<file path="src/rtl/cache_refill_pkg.sv">
// Shared types and constants for the cache line refill/writeback engine.
package cache_refill_pkg;

  typedef enum logic [2:0] {
    IDLE,
    WB_AW,
    WB_W,
    WB_B,
    RD_AR,
    RD_R,
    RESP
  } refill_state_e;

  localparam logic [1:0] AXI_BURST_INCR = 2'b01;
  localparam logic [2:0] AXI_SIZE_WORD  = 3'b010;
  localparam logic [1:0] AXI_RESP_OKAY  = 2'b00;

  // Clears the byte-offset bits of a line; line_words must be a power of two.
  function automatic logic [63:0] line_align(input logic [63:0] addr,
                                             input int unsigned line_words);
    logic [63:0] mask;
    mask = 64'(line_words * 4) - 64'd1;
    return addr & ~mask;
  endfunction

endpackage

</file>
<file path="src/rtl/refill_line_buffer.sv">
// One cache line of storage: parallel load of the victim, per-word fill, flat read.
module refill_line_buffer #(
  parameter int unsigned LINE_WORDS = 4
) (
  input  logic                          clk,
  input  logic                          rst_n,
  input  logic                          load_i,
  input  logic [LINE_WORDS*32-1:0]      load_data_i,
  input  logic                          wr_en_i,
  input  logic [$clog2(LINE_WORDS)-1:0] wr_idx_i,
  input  logic [31:0]                   wr_data_i,
  output logic [LINE_WORDS*32-1:0]      line_o
);

  logic [31:0] word_q [LINE_WORDS];

  always_ff @(posedge clk or negedge rst_n) begin
    if (!rst_n) begin
      for (int unsigned i = 0; i < LINE_WORDS; i++) word_q[i] <= '0;
    end else if (load_i) begin
      for (int unsigned i = 0; i < LINE_WORDS; i++) word_q[i] <= load_data_i[i*32 +: 32];
    end else if (wr_en_i) begin
      word_q[wr_idx_i] <= wr_data_i;
    end
  end

  always_comb begin
    line_o = '0;
    for (int unsigned i = 0; i < LINE_WORDS; i++) line_o[i*32 +: 32] = word_q[i];
  end

endmodule

</file>
<file path="src/rtl/nway_line_refill_axi.sv">
// Miss handler: optional victim writeback burst, then line fill burst, then line return.
module nway_line_refill_axi
  import cache_refill_pkg::*;
#(
  parameter int unsigned LINE_WORDS = 4,
  parameter int unsigned ADDR_W     = 32
) (
  input  logic                     clk,
  input  logic                     rst_n,
  input  logic                     req_valid,
  output logic                     req_ready,
  input  logic [ADDR_W-1:0]        req_addr,
  input  logic                     req_wb,
  input  logic [ADDR_W-1:0]        wb_addr,
  input  logic [LINE_WORDS*32-1:0] wb_data,
  output logic                     resp_valid,
  input  logic                     resp_ready,
  output logic [LINE_WORDS*32-1:0] resp_data,
  output logic                     resp_err,
  output logic                     awvalid,
  input  logic                     awready,
  output logic [ADDR_W-1:0]        awaddr,
  output logic [7:0]               awlen,
  output logic [2:0]               awsize,
  output logic [1:0]               awburst,
  output logic                     wvalid,
  input  logic                     wready,
  output logic [31:0]              wdata,
  output logic [3:0]               wstrb,
  output logic                     wlast,
  input  logic                     bvalid,
  input  logic [1:0]               bresp,
  output logic                     bready,
  output logic                     arvalid,
  input  logic                     arready,
  output logic [ADDR_W-1:0]        araddr,
  output logic [7:0]               arlen,
  output logic [2:0]               arsize,
  output logic [1:0]               arburst,
  input  logic                     rvalid,
  input  logic [31:0]              rdata,
  input  logic [1:0]               rresp,
  input  logic                     rlast,
  output logic                     rready
);

  localparam int unsigned IDX_W = $clog2(LINE_WORDS);
  localparam int unsigned CNT_W = IDX_W + 1;

  refill_state_e           state_q, state_d;
  logic [CNT_W-1:0]        cnt_q, cnt_d;
  logic                    err_q, err_d;
  logic                    live_q;
  logic [ADDR_W-1:0]       awaddr_q, awaddr_d;
  logic [ADDR_W-1:0]       araddr_q, araddr_d;
  logic                    buf_load, buf_wr;
  logic [LINE_WORDS*32-1:0] line;
  logic                    is_last;

  refill_line_buffer #(.LINE_WORDS(LINE_WORDS)) u_buf (
    .clk         (clk),
    .rst_n       (rst_n),
    .load_i      (buf_load),
    .load_data_i (wb_data),
    .wr_en_i     (buf_wr),
    .wr_idx_i    (cnt_q[IDX_W-1:0]),
    .wr_data_i   (rdata),
    .line_o      (line)
  );

  assign is_last = (cnt_q == CNT_W'(LINE_WORDS - 1));

  always_ff @(posedge clk or negedge rst_n) begin
    if (!rst_n) begin
      state_q  <= IDLE;
      cnt_q    <= '0;
      err_q    <= 1'b0;
      live_q   <= 1'b0;
      awaddr_q <= '0;
      araddr_q <= '0;
    end else begin
      state_q  <= state_d;
      cnt_q    <= cnt_d;
      err_q    <= err_d;
      live_q   <= 1'b1;
      awaddr_q <= awaddr_d;
      araddr_q <= araddr_d;
    end
  end

  always_comb begin
    state_d    = state_q;
    cnt_d      = cnt_q;
    err_d      = err_q;
    awaddr_d   = awaddr_q;
    araddr_d   = araddr_q;
    buf_load   = 1'b0;
    buf_wr     = 1'b0;
    req_ready  = 1'b0;
    awvalid    = 1'b0;
    wvalid     = 1'b0;
    wlast      = 1'b0;
    bready     = 1'b0;
    arvalid    = 1'b0;
    rready     = 1'b0;
    resp_valid = 1'b0;
    unique case (state_q)
      IDLE: begin
        // live_q keeps req_ready low for the first cycle after reset release
        req_ready = live_q;
        if (req_valid && live_q) begin
          awaddr_d = ADDR_W'(line_align(64'(wb_addr), LINE_WORDS));
          araddr_d = ADDR_W'(line_align(64'(req_addr), LINE_WORDS));
          buf_load = 1'b1;
          err_d    = 1'b0;
          state_d  = req_wb ? WB_AW : RD_AR;
        end
      end
      WB_AW: begin
        awvalid = 1'b1;
        if (awready) begin
          cnt_d   = '0;
          state_d = WB_W;
        end
      end
      WB_W: begin
        wvalid = 1'b1;
        wlast  = is_last;
        if (wready) begin
          cnt_d = cnt_q + 1'b1;
          if (is_last) state_d = WB_B;
        end
      end
      WB_B: begin
        bready = 1'b1;
        if (bvalid) begin
          err_d   = err_q | (bresp != AXI_RESP_OKAY);
          state_d = RD_AR;
        end
      end
      RD_AR: begin
        arvalid = 1'b1;
        if (arready) begin
          cnt_d   = '0;
          state_d = RD_R;
        end
      end
      RD_R: begin
        rready = 1'b1;
        if (rvalid) begin
          buf_wr = 1'b1;
          cnt_d  = cnt_q + 1'b1;
          // an early rlast or a missing final rlast both end the burst flagged
          err_d  = err_q | (rresp != AXI_RESP_OKAY) | (rlast != is_last);
          if (rlast || is_last) state_d = RESP;
        end
      end
      RESP: begin
        resp_valid = 1'b1;
        if (resp_ready) state_d = IDLE;
      end
      default: state_d = IDLE;
    endcase
  end

  assign awaddr    = awaddr_q;
  assign araddr    = araddr_q;
  assign awlen     = 8'(LINE_WORDS - 1);
  assign arlen     = 8'(LINE_WORDS - 1);
  assign awsize    = AXI_SIZE_WORD;
  assign arsize    = AXI_SIZE_WORD;
  assign awburst   = AXI_BURST_INCR;
  assign arburst   = AXI_BURST_INCR;
  assign wdata     = line[{cnt_q[IDX_W-1:0], 5'b0} +: 32];
  assign wstrb     = 4'hF;
  assign resp_data = line;
  assign resp_err  = err_q;

endmodule
</file>
<file path="config.mk">
export PLATFORM = sky130hd
export DESIGN_NAME = nway_line_refill_axi
export DESIGN_NICKNAME = d
export VERILOG_FILES = /design/src/rtl/cache_refill_pkg.sv /design/src/rtl/refill_line_buffer.sv /design/src/rtl/nway_line_refill_axi.sv
export SDC_FILE = /design/constraint.sdc
export NUM_CORES = 1
export LEC_CHECK = 0
export ABC_AREA = 1
export ABC_CLOCK_PERIOD_IN_PS = 2900
export CORE_AREA = 5 5 193 195
export CTS_BUF_LIST = sky130_fd_sc_hd__clkbuf_4 sky130_fd_sc_hd__clkbuf_8
export CTS_CLUSTER_DIAMETER = 40
export DETAILED_ROUTE_END_ITERATION = 8
export DIE_AREA = 0 0 198 200
export HOLD_SLACK_MARGIN = 0.08
export SYNTH_ARGS = -nofsm -noshare
export SYNTH_HDL_FRONTEND = slang
export SYNTH_SLANG_ARGS = --single-unit
</file>
<file path="constraint.sdc">
create_clock -name clk -period 2.9 [get_ports clk]
set_input_delay 0.725 -clock clk [delete_from_list [all_inputs] [get_ports clk]]
set_output_delay 0.725 -clock clk [all_outputs]
set_load 0.03 [all_outputs]
</file>
==> results.json <==
{
  "dieWidth_um": 198,
  "core_um2": 35200,
  "outcome": "complete, no violations",
  "path_buf_inv": 3,
  "crit_slowest_cell": "clkdlybuf4s50_1",
  "wl_met1_mm": 19.7,
  "finClkSkew_ps": 12.7,
  "period_needed_ps": 2770,
  "htreeDepth": 4,
  "path_cells": "inv_2 -> nand3_1 -> inv_1 -> clkdlybuf4s50_1",
  "wl_met2_mm": 23.0,
  "cts_buffer_depth": 2,
  "pre_cts_slack_ps": 297,
  "syn_avg_cell_area_um2": 7.02,
  "fmax_mhz": 361,
  "multi_input_area_um2": 5100,
  "slew_violations": 0,
  "highest_layer": "met5",
  "cap_violations": 0,
  "ys_types": 25,
  "grt_pass1_wl_mm": 68.4,
  "slew_headroom": 0.386,
  "grt_max_degree": 163,
  "cp_max_fo": 10,
  "critPathLaunchType": "flop",
  "num_vias": 11500,
  "vias_per_cell": 4.75,
  "timing.final.ws_setup_ps": 127,
  "hold_path.class": "primary input to async pin",
  "cp.depth": 4,
  "synth_xor_area_frac": 0,
  "portBuffers": 455,
  "synth_top_area_cell": "dfrtp_1",
  "synth_top_area_frac": 0.446,
  "clk_pin_slew_ps": 110,
  "finalCritPeriodShare": 0.956,
  "dp_hpwl_mm": 32.5,
  "crit_end": "wvalid",
  "crit-reg2reg-launch": "cnt_q[1]",
  "crit_start": "state_q[2]",
  "layout-drive-gt1-share": 0.0651,
  "first_pass_iters": 5,
  "wire_per_inst_um": 19.3,
  "worst_ep_arrival_time_ps": 2050,
  "die_y_um": 200,
  "synth_mux_area_frac": 0,
  "synth-compound-area-share": 0.111,
  "r2r-end": "u_buf.line_o[14]",
  "yosys_register_bits": 192,
  "slowest_delay_ps": 680,
  "drt-total-wl_mm": 46.5,
  "synthAdderAreaFrac": 0.00696,
  "ctsRootBufferMaster": "clkbuf_8",
  "fill_cells": 3666,
  "cts_tree": "built",
  "grt_usage": 0.225,
  "synthCells": 1537,
  "synth.cell_area_um2": 10800,
  "drt-initial-drc-count": 689,
  "end_kind": "primary output",
  "wl_met3_mm": 2.99,
  "synth-simple-area-share": 0.339,
  "pin_count": 502,
  "rows": 69,
  "rsz0062_at_grt": "false",
  "holdBufCountCts": 0,
  "netlist_top_cells_area": "dfrtp_1 (45%), nand2_1 (29%), o21ai_1 (4.6%), o21ai_0 (4.5%), buf_4 (4.0%)",
  "hold_viol_final": 0,
  "critPathKind": "flop to primary output",
  "rrSetupSlack_ps": 520,
  "drc": 0,
  "synth_top_family_by_area": "simple AND/OR/NAND/NOR gates",
  "vdd_drop_max_mv": 0.548,
  "cts_made_buffers": 17,
  "ff2ff_path_depth": 7,
  "clkSinkCount": 192,
  "yosys_warnings": 0,
  "fin_tns_setup_ps": 0,
  "die_area_um2": 39600,
  "syn2layout_area_growth_pct": 46.9,
  "start_util": 0.306,
  "grt-ovfl-total": 0,
  "cp.required_ps": 2170,
  "clock_latency_ps": 510,
  "register_area_um2": 4810,
  "first_global_vias": 11100,
  "antenna_found_initial": 2,
  "utilization": 0.450,
  "p_per_area_nw_per_um2": 1130,
  "setup_viol": 0,
  "fin_nets": 2184,
  "tightest_slew_ps": 920,
  "ant_nets": 0,
  "synth-seq-area-share": 0.446,
  "power.leakage_nw": 7.55,
  "hold_ws_ps": 211,
  "place.gp.congestion": 0.865,
  "cpLargestDelayFamily": "buffers and inverters"
}
## cell usage after synthesis
| master | n |
|---|---|
| clkbuf_1 | 35 |
| nand2_4 | 4 |
| o22ai_1 | 32 |
| buf_2 | 21 |
| nand4_1 | 1 |
| o21ai_1 | 99 |
| nand3_1 | 12 |
| conb_1 | 2 |
| inv_4 | 2 |
| inv_1 | 17 |
| nor2_1 | 73 |
| nor2_4 | 2 |
| buf_1 | 1 |
| nand3b_1 | 1 |
| inv_2 | 5 |
| dfrtp_1 | 192 |
| buf_6 | 25 |
| buf_4 | 57 |
| o31ai_1 | 1 |
| nand2_2 | 6 |
| nand2_1 | 842 |
| o21ai_0 | 97 |
| nor2_8 | 2 |
| a21oi_1 | 2 |
| ha_1 | 6 |
## metrics by stage
stage | std cells | total power [mW] | area, um2
after floorplan | 1574 | 11.0 | 10900
after global placement | 2379 | 15.9 | 15300
after detailed placement | 2379 | 16.0 | 15300
after CTS | 2411 | 18.1 | 15800
after global routing | 2413 | 19.0 | 15800
final | 2415 | 18.0 | 15800
## how the worst min path moves through the flow
stage / startpoint / end / slack, ps
final: rst_n / araddr[13] / 210
after CTS: rst_n / araddr[12] / 190
after global placement: araddr[8] / araddr[8] / 450
after floorplan: rst_n / araddr[10] / 430
after global routing: rst_n / araddr[12] / 210
after detailed placement: araddr[14] / araddr[14] / 460
## registers in the layout, summed over array words and instances, names as in the netlist
name          flops
u_buf.line_o    128
araddr           28
awaddr           28
cnt_q             3
state_q           3
live_q            1
resp_err          1
## per-layer routing
metal  up-vias  GRT usage
li1       5559          -
met1      5459      0.305
met2       409      0.378
met3        48     0.0364
met4         2     0.0617
met5         -          0
## what timing repair did
item | in CTS | in global routing
gates resized for setup | 8 | 4
setup buffers | 0 | 2
setup endpoints to repair | 18 | 8
## layout make-up
type / count / share of cell area
multi-input combinational: 1219 / 0.322
timing repair buffer: 485 / 0.304
sequential: 192 / 0.303
tap: 461 / 0.0364
clock buffer: 20 / 0.0170
clock inverter: 12 / 0.0108
inverter: 24 / 0.00640
antenna: 2 / 0.000316
## kinds of logic after synthesis
logic type | Yosys count
adders and majority gates | 6
buffers and inverters | 163
DFF | 192
other | 2
and+or+nand+nor | 943
AOI/OAI and AO/OA | 231
## where the power goes
part | switching, mW | internal [mW]
logic | 7.17 | 4.07
registers | 0.928 | 3.76
clock network | 1.09 | 0.933
## worst register-to-register path, stage by stage, from the launching register on
cell	delay, ps
dfrtp_2	540
clkinvlp_4	300
ha_2	430
nand2_2	170
nand2_4	60
inv_2	590
nand2_1	150
nand2_1	90
## placed cells by master (no fill, tap or decap), types with 3 or more instances in the layout
| master | count |
|---|---|
| buf_6 | 3 |
| o21ai_1 | 99 |
| buf_4 | 52 |
| conb_1 | 39 |
| dfrtp_1 | 190 |
| nand2_1 | 842 |
| nand2_4 | 4 |
| inv_1 | 15 |
| clkbuf_8 | 20 |
| buf_12 | 8 |
| bufinv_16 | 3 |
| o21ai_0 | 97 |
| o22ai_1 | 30 |
| nor2_1 | 73 |
| clkinvlp_4 | 3 |
| inv_4 | 3 |
| inv_2 | 5 |
| nand3_1 | 12 |
| clkdlybuf4s50_1 | 416 |
| dlymetal6s2s_1 | 3 |
| nand2_2 | 6 |
| inv_6 | 4 |
| ha_2 | 4 |
(Power assumes the default switching activity.)
